==> config.mk <==
export PLATFORM = sky130hd
export DESIGN_NAME = act_result_writer_flat
export DESIGN_NICKNAME = d
export VERILOG_FILES = /design/src/rtl/act_result_writer_if.sv /design/src/rtl/act_result_writer.sv /design/src/flat_wrapper.sv
export SDC_FILE = /design/constraint.sdc
export NUM_CORES = 1
export LEC_CHECK = 0
export BUFFER_PORTS_ARGS = -buffer_cell sky130_fd_sc_hd__buf_2
export CAP_MARGIN = 20
export CORE_MARGIN = 2
export CORE_UTILIZATION = 43
export CTS_CLUSTER_DIAMETER = 60
export CTS_CLUSTER_SIZE = 14
export DETAILED_ROUTE_END_ITERATION = 10
export GPL_TIMING_DRIVEN = 0
export PLACE_DENSITY = 0.64
export SYNTH_ARGS = -nofsm -noshare
export SYNTH_HDL_FRONTEND = slang
export SYNTH_SLANG_ARGS = --single-unit
==> constraint.sdc <==
create_clock -name clk -period 10.1 [get_ports clk]
set_input_delay 2.02 -clock clk [delete_from_list [all_inputs] [get_ports clk]]
set_output_delay 2.02 -clock clk [all_outputs]
set_load 0.005 [all_outputs]
==> src/rtl/act_result_writer_if.sv <==
// Write port between the result writer and the output buffer.
//
// Handshake: a beat transfers on every rising edge where wr_valid && wr_ready.
// While wr_valid is high and wr_ready is low, wr_addr, wr_data and wr_strb are
// held stable, and wr_valid never drops without a transfer. wr_ready may be
// driven freely by the sink and is never required to wait for wr_valid.
interface act_result_writer_if #(
  parameter int ADDR_WIDTH = 16
);
  logic                  wr_valid;
  logic                  wr_ready;
  logic [ADDR_WIDTH-1:0] wr_addr;
  logic [31:0]           wr_data;
  logic [3:0]            wr_strb;

  modport master (output wr_valid, output wr_addr, output wr_data, output wr_strb,
                  input  wr_ready);
  modport slave  (input  wr_valid, input  wr_addr, input  wr_data, input  wr_strb,
                  output wr_ready);
endinterface

==> src/rtl/act_result_writer.sv <==
// Write-back stage: packs pairs of 16-bit activated results into 32-bit beats,
// queues them in a small FIFO and writes them out at byte addresses counted
// from a programmed base. The input stream cannot be stalled, so a beat that
// finds the FIFO full (with no pop in the same cycle) is dropped, its address
// slot is skipped, and the sticky overflow flag is raised.
module act_result_writer #(
  parameter int DATA_WIDTH = 16,
  parameter int ADDR_WIDTH = 16,
  parameter int FIFO_DEPTH = 8
) (
  input  logic                  clk,
  input  logic                  rst_n,
  input  logic                  start,
  input  logic [ADDR_WIDTH-1:0] base_addr,
  input  logic [15:0]           num_results,
  input  logic [DATA_WIDTH-1:0] in_data,
  input  logic                  in_valid,
  act_result_writer_if.master   wr,
  output logic                  busy,
  output logic                  done,
  output logic                  overflow,
  output logic [1:0]            state_dbg
);

  localparam int PW = $clog2(FIFO_DEPTH);
  localparam int CW = $clog2(FIFO_DEPTH) + 1;

  typedef enum logic [1:0] {
    S_IDLE  = 2'd0,
    S_RUN   = 2'd1,
    S_FLUSH = 2'd2,
    S_DONE  = 2'd3
  } state_t;

  state_t                state;
  logic [ADDR_WIDTH-1:0] base_q;
  logic [15:0]           num_q;
  logic [15:0]           acc_cnt;   // samples accepted so far in this job
  logic [15:0]           beat_idx;  // push attempts so far, dropped ones included
  logic [DATA_WIDTH-1:0] pack_lo;   // even-position sample waiting for its partner

  // Beat FIFO storage; the head entry drives the write port directly.
  logic [ADDR_WIDTH-1:0] mem_addr [FIFO_DEPTH];
  logic [31:0]           mem_data [FIFO_DEPTH];
  logic [3:0]            mem_strb [FIFO_DEPTH];
  logic [PW-1:0]         wr_ptr;
  logic [PW-1:0]         rd_ptr;
  logic [CW-1:0]         count;

  logic                  take;
  logic                  last;
  logic                  push;
  logic                  push_ok;
  logic                  pop;
  logic                  fifo_empty_next;
  logic [ADDR_WIDTH-1:0] push_addr;
  logic [31:0]           push_data;
  logic [3:0]            push_strb;

  // Sample acceptance, beat formation and FIFO push/pop decisions.
  always_comb begin
    take      = (state == S_RUN) && in_valid && (acc_cnt < num_q);
    last      = take && ((17'(acc_cnt) + 17'd1) == 17'(num_q));
    // An odd-position sample completes a beat; an even-position last sample
    // is flushed out alone as a half beat.
    push      = take && (acc_cnt[0] || last);
    push_data = acc_cnt[0] ? 32'({in_data, pack_lo}) : 32'(in_data);
    push_strb = acc_cnt[0] ? 4'hF : 4'h3;
    push_addr = base_q + (ADDR_WIDTH'(beat_idx) << 2);
    pop       = (count != '0) && wr.wr_ready;
    // A pop in the same cycle frees the slot, so a push into a full FIFO is legal then.
    push_ok   = push && ((count != CW'(FIFO_DEPTH)) || pop);
    fifo_empty_next = (count == '0) || ((count == CW'(1)) && pop && !push_ok);
  end

  // Write port outputs read the registered FIFO head; zero when nothing is queued.
  assign wr.wr_valid = (count != '0);
  assign wr.wr_addr  = wr.wr_valid ? mem_addr[rd_ptr] : '0;
  assign wr.wr_data  = wr.wr_valid ? mem_data[rd_ptr] : '0;
  assign wr.wr_strb  = wr.wr_valid ? mem_strb[rd_ptr] : '0;
  assign state_dbg   = state;

  // FIFO storage write; contents need no reset because count gates the outputs.
  always_ff @(posedge clk) begin
    if (push_ok) begin
      mem_addr[wr_ptr] <= push_addr;
      mem_data[wr_ptr] <= push_data;
      mem_strb[wr_ptr] <= push_strb;
    end
  end

  // FIFO pointers and occupancy.
  always_ff @(posedge clk or negedge rst_n) begin
    if (!rst_n) begin
      wr_ptr <= '0;
      rd_ptr <= '0;
      count  <= '0;
    end else begin
      if (push_ok) wr_ptr <= wr_ptr + PW'(1);
      if (pop)     rd_ptr <= rd_ptr + PW'(1);
      case ({push_ok, pop})
        2'b10:   count <= count + CW'(1);
        2'b01:   count <= count - CW'(1);
        default: count <= count;
      endcase
    end
  end

  // Job control FSM with registered busy/done/overflow and sample packing.
  always_ff @(posedge clk or negedge rst_n) begin
    if (!rst_n) begin
      state    <= S_IDLE;
      base_q   <= '0;
      num_q    <= '0;
      acc_cnt  <= '0;
      beat_idx <= '0;
      pack_lo  <= '0;
      busy     <= 1'b0;
      done     <= 1'b0;
      overflow <= 1'b0;
    end else begin
      done <= 1'b0;
      if (push && !push_ok) overflow <= 1'b1;
      if (take) begin
        acc_cnt <= acc_cnt + 16'd1;
        if (!acc_cnt[0]) pack_lo <= in_data;
      end
      // The index advances on dropped beats too, so their address slot is skipped.
      if (push) beat_idx <= beat_idx + 16'd1;

      case (state)
        S_IDLE: begin
          if (start) begin
            overflow <= 1'b0;
            if (num_results != 16'd0) begin
              base_q   <= base_addr;
              num_q    <= num_results;
              acc_cnt  <= '0;
              beat_idx <= '0;
              pack_lo  <= '0;
              busy     <= 1'b1;
              state    <= S_RUN;
            end else begin
              done  <= 1'b1;
              state <= S_DONE;
            end
          end
        end
        S_RUN: begin
          if (last) state <= S_FLUSH;
        end
        S_FLUSH: begin
          // Finish on the edge that pops the final beat so done follows it directly.
          if (fifo_empty_next) begin
            busy  <= 1'b0;
            done  <= 1'b1;
            state <= S_DONE;
          end
        end
        S_DONE: begin
          state <= S_IDLE;
        end
        default: state <= S_IDLE;
      endcase
    end
  end

endmodule

==> src/flat_wrapper.sv <==
// flat-port wrapper written by rule: the top's interface ports become plain ports
module act_result_writer_flat 
#(
  parameter int DATA_WIDTH = 16,
  parameter int ADDR_WIDTH = 16,
  parameter int FIFO_DEPTH = 8
)
  (clk, rst_n, start, base_addr, num_results, in_data, in_valid, busy, done, overflow, state_dbg, wr_wr_valid, wr_wr_addr, wr_wr_data, wr_wr_strb, wr_wr_ready);
  act_result_writer_if #(.ADDR_WIDTH(ADDR_WIDTH)) wr_i ();
  input  logic clk;
  input  logic rst_n;
  input  logic start;
  input  logic [ADDR_WIDTH-1:0] base_addr;
  input  logic [15:0] num_results;
  input  logic [DATA_WIDTH-1:0] in_data;
  input  logic in_valid;
  output logic busy;
  output logic done;
  output logic overflow;
  output logic [1:0] state_dbg;
  output wire logic [$bits(wr_i.wr_valid)-1:0] wr_wr_valid;
  output wire logic [$bits(wr_i.wr_addr)-1:0] wr_wr_addr;
  output wire logic [$bits(wr_i.wr_data)-1:0] wr_wr_data;
  output wire logic [$bits(wr_i.wr_strb)-1:0] wr_wr_strb;
  input wire logic [$bits(wr_i.wr_ready)-1:0] wr_wr_ready;
  assign wr_wr_valid = wr_i.wr_valid;
  assign wr_wr_addr = wr_i.wr_addr;
  assign wr_wr_data = wr_i.wr_data;
  assign wr_wr_strb = wr_i.wr_strb;
  assign wr_i.wr_ready = wr_wr_ready;
  act_result_writer #(.DATA_WIDTH(DATA_WIDTH), .ADDR_WIDTH(ADDR_WIDTH), .FIFO_DEPTH(FIFO_DEPTH)) u_core (.clk(clk), .rst_n(rst_n), .start(start), .base_addr(base_addr), .num_results(num_results), .in_data(in_data), .in_valid(in_valid), .wr(wr_i), .busy(busy), .done(done), .overflow(overflow), .state_dbg(state_dbg));
endmodule
==> results of run 1 <==
## sequential cells by signal (all words and copies together) (netlist names), 2 cells and up
register          count
u_core.wr_ptr         3
u_core.mem_addr     128
u_core.state_dbg      2
u_core.pack_lo       16
u_core.base_q        16
u_core.acc_cnt       16
u_core.beat_idx      14
u_core.mem_data     256
u_core.mem_strb       8
u_core.count          4
u_core.num_q         16
u_core.rd_ptr         3
## final timing paths
kind | from | endpoint | cells after the start
hold reg to reg | u_core.base_q[14] | u_core.base_q[14] | 2
max in group asynchronous | rst_n | u_core.num_q[7] | 2
setup reg to reg | u_core.acc_cnt[0] | u_core.mem_data[3][29] | 15
min in group asynchronous | rst_n | u_core.pack_lo[6] | 1
setup / recovery | u_core.rd_ptr[0] | wr_wr_addr[5] | 7
hold / removal | u_core.base_q[14] | u_core.base_q[14] | 2
## cell type report
type	count	area, um2	area share
Buffer	67	298	0.0124
Clock buffer	69	1210	0.0502
Clock inverter	10	131	0.00546
Inverter	37	139	0.00577
Multi-Input combinational cell	690	6330	0.263
Sequential cell	485	14100	0.586
Tap cell	615	769	0.0320
Timing Repair Buffer	154	1080	0.0450
## cell usage in the layout, fill, tap and decap left out, types with 3 or more instances in the layout
cell type  instances
a211oi_1           6
a21oi_1           28
and2_1            20
and3_1            10
buf_1             16
buf_2            116
buf_4             13
buf_6             28
buf_8              8
clkbuf_1          60
clkbuf_16         44
dfrtp_1           93
edfxtp_1         392
ha_1              40
inv_1             37
mux2_2            18
mux2i_1           70
mux4_2            98
nand2_1           87
nand2b_1           3
nand3_1           15
nand3_2            3
nand4_1           13
nor2_1           101
nor2b_1            3
nor3_1             8
nor3_2             3
nor4_1             6
o211ai_1           4
o21a_1             6
o21ai_0           31
o31ai_1            8
or3_1              4
or4_1              6
xnor2_1           25
xor2_1            29
## power by group
group | internal (W) | switching, W
clock | 0.000861 | 0.000734
sequential | 0.00255 | 0.000122
combinational | 0.000942 | 0.00125
total | 0.00435 | 0.00211
## routing by layer
metal,wire length (um),up-vias,GRT usage
met1,20200,5975,0.258
met5,15,-,0
li1,-,5291,-
met4,725,2,0.0475
met2,23300,263,0.320
met3,2150,49,0.0283
## worst max-delay path: stages (launching register included)
cell and delay, ps:
dfrtp_1 360, clkbuf_1 380, buf_1 730, buf_1 760, mux4_2 600, mux2i_1 220
nor2_1 90, buf_2 160
## through the flow
stage	cells	utilization	area [um2]	hold WS (ps)
2_1_floorplan	1279	-	20800	450
3_3_place_gp	2004	0.464	22100	471
3_5_place_dp	2047	0.475	22700	473
4_1_cts	2126	0.504	24000	487
5_1_grt	2127	0.504	24100	503
6_report	2127	0.504	24100	481
## kinds of logic after synthesis
kind of cell	share of synthesized area
DFF	0.677
and+or+nand+nor	0.0730
muxes	0.150
buffers and inverters	0.0210
AOI/OAI and AO/OA	0.0308
xor gates and xnor gates	0.0227
adders and majority gates	0.0250
==> impl_results.md, run 1 <==
* Worst Skew at 24.9 ps
* Total power at between 0.006 and 0.007 W
* DR DRC count at 0
* Mapped cell area at approximately 0.021 mm2
* # Post-CTS Setup Buffers at 0
* Largest net degree at the start of global routing at 66
* Die Span Y at 224 um
* DR vias at 11,600
* # hold bufs at CTS at 0
* Async S/R FF share, synth at 0.192
* Synth cell count leaders: edfxtp_1, nor2_1, mux4_2
* Mapped Cells at ~1,300
* All-Layer GR Usage at 0.189
* Worst Tran Pin Value at 1030 ps
* Yosys top cell by area: edfxtp_1
* Seq/Total Area, Yosys at 0.677
* Hold Path Class: flop to flop
* Initial cell density of the core at 0.436
* Num ports at 111
* Antenna violations before repair at 1
* Worst Path Max Fanout at 10
* Synth top area share at 0.566
* Die footprint at 0.0502 mm2
* Count leader, synth: edfxtp_1
* Synth Warn # at 0
* RSZ-0062 raised after global routing: no
* Core Area at 0.0477 mm2
* TritonCTS Buffers at 43
* Period utilization at 0.583
* Max_cap viols at 0
* PD cells at 268 mW/mm2
* Status: completed
* Final hold violation count at 0
* Dpl hpwl at 32,600 um
* Final Net Count at about 1,600
* CP Capture Type: output port
* Synth area leaders: edfxtp_1, dfrtp_1, mux4_2
* Iter 0 DRT Violations at 812
* Final setup viols at 0
* Global-route wire length before repair at 71,500 um
* Synth Area per Inst at ~16 um2
* Fraction of layout cells with a size suffix above 1 at 0.240
* Setup WS post-layout at around 4200 ps
* Reg clk slew, reported paths at 70 ps
* Filler cells at 3,903
* Req. time, crit path at 8080 ps
* Post-route ant nets at 0
* Headroom to the max-slew limit at 0.309
* Setup Crit Path Kind: flop to output port
* Startpoint types: flop
* CTS H-tree depth at 2
* Static Leak at between 8 and 9 nW
* CTS tree: yes
* Setup TNS at 0 ps
* Post-synth cell types at 66
* # port buffers at 110
* First-pass DRT Iterations at 5
* Synth Net Count at 1,373
* Total Routed Length at between 40,000 and 50,000 um
* GRT overflow at 0
* PostCTS Resize Cnt at 0
* Worst EP arrival at 3870 ps
* Width of the die at around 220 um
* Post-synth EDFFs at between 300 and 400
* Final max-slew violation count at 0
* Post-synth top flop: edfxtp_1
* Register bit total from synthesis at 485
* Antenna fix cells at 0
* Pre-CTS setup slack at 4650 ps
* CTS Root Cell: clkbuf_16
* Layout area overhead at 15.6%
* Fmax achieved at 170 MHz
* DR WL/cell at around 22 um
* Clock sink count at ~490
* R2R Setup Slk at 4890 ps
* Max Buffers Root-to-Sink at 3
* Gpl congestion at 0.823
* Min Tclk post-route at 5890 ps
* Via count of the first global-routing pass at 11,800
* Drt via density at between 5 and 6
* Row Count at 80
* Clock Latency Late Sink at 590 ps
* Peak supply drop at about 0.00014 V
Power figures use the tool's default switching activity.
==> inputs of run 2 (changes only) <==
- ABC_AREA: default -> 1
- PLACE_DENSITY: 0.64 -> 0.67
- clock period: 10.1 -> 5.3 ns (I/O delays scaled with it)
==> run 2 against run 1 <==
  * Combinational power is 130% higher
  * Register-to-register slack worse by 3800 ps
  * Area after synthesis rose by 1.8%
==> impl_results.md, run 2 <==
* Global-route wire length before repair at 85,500 um (was 71,500 um)
* Largest family of logic cells by synthesized area: simple AND/OR/NAND/NOR gates (was multiplexers)
* Register bit total from synthesis at 485 (unchanged)
* Synth Net Count at 2,061 (was 1,373)
* Fraction of layout cells with a size suffix above 1 at 0.0999 (was 0.240)
* Synth area leaders: edfxtp_1, dfrtp_1, o21ai_0 (was edfxtp_1, dfrtp_1, mux4_2)
* Hold Path Class: input pin to asynchronous set/reset pin (was flop to flop)
* Largest net degree at the start of global routing at 68 (was 66)
* Dpl hpwl at 38,700 um (was 32,600 um)
* Mapped cell area at 0.0212 mm2 (was 0.0208 mm2)
* Filler cells at 4,363 (was 3,903)
* Most Crowded Layer GR: met2 (unchanged)
* Largest register by flop count: u_core.mem_data (unchanged)
* Pre-CTS setup slack at 783 ps (was 4650 ps)
* Gpl congestion at 0.886 (was 0.823)
* Switch share at 0.395 (was 0.327)
* DR DRC count at 0 (unchanged)
* All-Layer GR Usage at 0.220 (was 0.189)
* Register Area at 0.0141 mm2 (unchanged)
* Peak supply drop at 0.000356 V (was 0.000145 V)
* Top flop regs: u_core.mem_data x256, u_core.mem_addr x128 (unchanged)
* # port buffers at 110 (unchanged)
* Startpoint types: flop (unchanged)
* Initial cell density of the core at 0.434 (was 0.436)
* # Post-CTS Setup Buffers at 0 (unchanged)
* Worst Skew at 31.2 ps (was 24.9 ps)
* Total Routed Length at 56,000 um (was 46,500 um)
* Psw at 0.00519 W (was 0.00211 W)
* Final setup viols at 0 (unchanged)
* Count leader, synth: edfxtp_1 (unchanged)
* Antenna violations before repair at 0 (was 1)
* Placed insts at 2,760 (was 2,047)
* GRT overflow at 0 (unchanged)
* GRT met3 Usage at 0.0334 (was 0.0283)
* Setup WS post-layout at 229 ps (was 4210 ps)
* Logic pwr share at 0.390 (was 0.340)
* TritonCTS Buffers at 42 (was 43)
* First-pass DRT Iterations at 5 (unchanged)
* Synth Area in XOR/XNOR at 0.0112 (was 0.0227)
* Req. time, crit path at 4240 ps (was 8080 ps)
* Post-synth EDFFs at 392 (unchanged)
* Via count of the first global-routing pass at 14,900 (was 11,800)
* Synth Area in Simple Gates at 0.129 (was 0.0730)
* Post-route ant nets at 0 (unchanged)
* DR WL/cell at 19.7 um (was 21.9 um)
* Headroom to the max-slew limit at 0.376 (was 0.309)
* Adder-cell area share of the yosys netlist at 0.0246 (was 0.0250)
* Status: completed (unchanged)
* Area occupied by multi-input gates at 0.00625 mm2 (was 0.00633 mm2)
* CTS tree: yes (unchanged)
* Commonest non-fill, non-tap cell in the layout: edfxtp_1 (unchanged)
* Commonest cells after routing, fill and taps aside: edfxtp_1, nor2_1, o21ai_0, nand2_1, inv_1 (was edfxtp_1, buf_2, nor2_1, mux4_2, dfrtp_1)
* CTS Root Cell: clkbuf_16 (unchanged)
* RSZ-0062 raised after global routing: no (unchanged)
* Width of the die at 226 um (was 224 um)
* DR vias at 15,400 (was 11,600)
* Final hold violation count at 0 (unchanged)
* Period utilization at 0.957
* Post-synth top flop: edfxtp_1 (unchanged)
* Max_cap viols at 0 (unchanged)
* Max Buffers Root-to-Sink at 3 (unchanged)
* Synth Warn # at 0 (unchanged)
* Internal power at 0.00795 W (was 0.00435 W)
* Final Net Count at 2,234 (was 1,572)
* Worst Path Max Fanout at 10 (unchanged)
* Num ports at 111 (unchanged)
* Antenna fix cells at 0 (unchanged)
* Drt via density at 5.43 (was 5.44)
* Die Span Y at 226 um (was 224 um)
* Clock share of power at 0.223 (was 0.247)
* Seq/Total Area, Yosys at 0.665 (was 0.677)
* Grt met1 use at 0.293 (was 0.258)
* Mapped Cells at 1,967 (was 1,279)
* Async S/R FF share, synth at 0.192 (unchanged)
* CP Capture Type: output port (unchanged)
* Worst EP arrival at 4010 ps (was 3870 ps)
* Row Count at 81 (was 80)
* PD cells at 540 mW/mm2 (was 268 mW/mm2)
* Clock sink count at 485 (unchanged)
* Post-synth cell types at 41 (was 66)
* Synth top area share at 0.555 (was 0.566)
* Iter 0 DRT Violations at 1,618 (was 812)
* Final max-slew violation count at 0 (unchanged)
* Static Leak at 9.05 nW (was 8.85 nW)
* Setup Crit Path Kind: flop to output port (unchanged)
* Die footprint at 0.0511 mm2 (was 0.0502 mm2)
* Met2 usage at 0.365 (was 0.320)
* Synth Area per Inst at 10.8 um2 (was 16.3 um2)
* Min Tclk post-route at 5070 ps
* Layout area overhead at 14.8% (was 15.6%)
* Worst Tran Pin Value at 932 ps (was 1030 ps)
* CTS H-tree depth at 2 (unchanged)
* Multiplexer share of the synthesized area at 0.000531 (was 0.150)
* Non-Filler Instances at 2,837 (was 2,127)
* Clock Latency Late Sink at 580 ps (was 590 ps)
* Synth Area in Compound Gates at 0.127 (was 0.0308)
* Reg power frac at 0.387 (was 0.413)
* Reg clk slew, reported paths at 70 ps (about the same)
* Core Area at 0.0488 mm2 (was 0.0477 mm2)
* Synth cell count leaders: edfxtp_1, nor2_1, o21ai_0 (was edfxtp_1, nor2_1, mux4_2)
* Yosys top cell by area: edfxtp_1 (unchanged)
* Number of flip-flops in the largest register at 256 (unchanged)
* Fmax achieved at 197 MHz
## run 2: path summary, 6_finish.rpt
path,startpoint,endpoint,slack [ps],depth (start not counted)
setup reg to reg,u_core.acc_cnt[0],u_core.mem_data[5][3],1050,17
setup / recovery,u_core.rd_ptr[0],wr_wr_data[27],230,10
hold reg to reg,u_core.base_q[8],u_core.base_q[8],490,2
hold / removal,rst_n,u_core.base_q[9],410,1
max in group asynchronous,rst_n,u_core.acc_cnt[7],4150,2
min in group clk,u_core.base_q[8],u_core.base_q[8],490,2
## run 2: power groups by stage
stage	logic (W)	registers, W	clock network, W
floorplan	0.00309	0.00507	0
global placement	0.00493	0.00514	0
detailed placement	0.00509	0.00515	0
CTS	0.00512	0.00508	0.00298
global route	0.00570	0.00512	0.00310
finish	0.00512	0.00508	0.00293
## run 2: through the flow
| step | area, um2 | total power [W] | TNS, ps | utilization | hold slack, ps |
|---|---|---|---|---|---|
| 4_1_cts | 24300 | 0.0132 | 0 | 0.498 | 398 |
| 2_1_floorplan | 21200 | 0.00815 | 0 | - | 446 |
| 3_3_place_gp | 22600 | 0.0101 | -688060 | 0.462 | 471 |
| 5_1_grt | 24300 | 0.0139 | 0 | 0.498 | 424 |
| 3_5_place_dp | 23100 | 0.0102 | 0 | 0.472 | 475 |
| 6_report | 24300 | 0.0131 | 0 | 0.498 | 412 |
## run 2: metal layers
metal / wire length, um / share of wire
met3: 3850 / 0.069
met4: 1830 / 0.033
met1: 23500 / 0.42
met2: 26800 / 0.48
met5: 0 / 0
## run 2: critical path, stage by stage, from the launching register on
cell      delay (ps)
dfrtp_1          380
clkbuf_1         250
inv_1            340
clkbuf_1         540
clkbuf_1         570
clkbuf_1         500
nor2_1            80
o22ai_1          200
o21ai_0          140
a31oi_1          270
buf_2            170
## run 2: layout make-up
class | instances | share of cell area
sequential | 485 | 0.579
multi-input combinational | 1244 | 0.257
clock buffer | 70 | 0.0479
timing repair buffer | 129 | 0.0404
tap | 664 | 0.0341
inverter | 134 | 0.0208
buffer | 104 | 0.0166
clock inverter | 7 | 0.00401
## run 2: timing repair
action,in CTS,in global routing
endpoints found under the setup margin,0,1
resized for setup,0,2
hold buffers,0,0
## run 2: logic make-up after synthesis
logic type,Yosys count
compound gates,504
xor+xnor,27
fa+ha+maj,41
buf+inv,238
flops,485
mux,1
simple gates,671
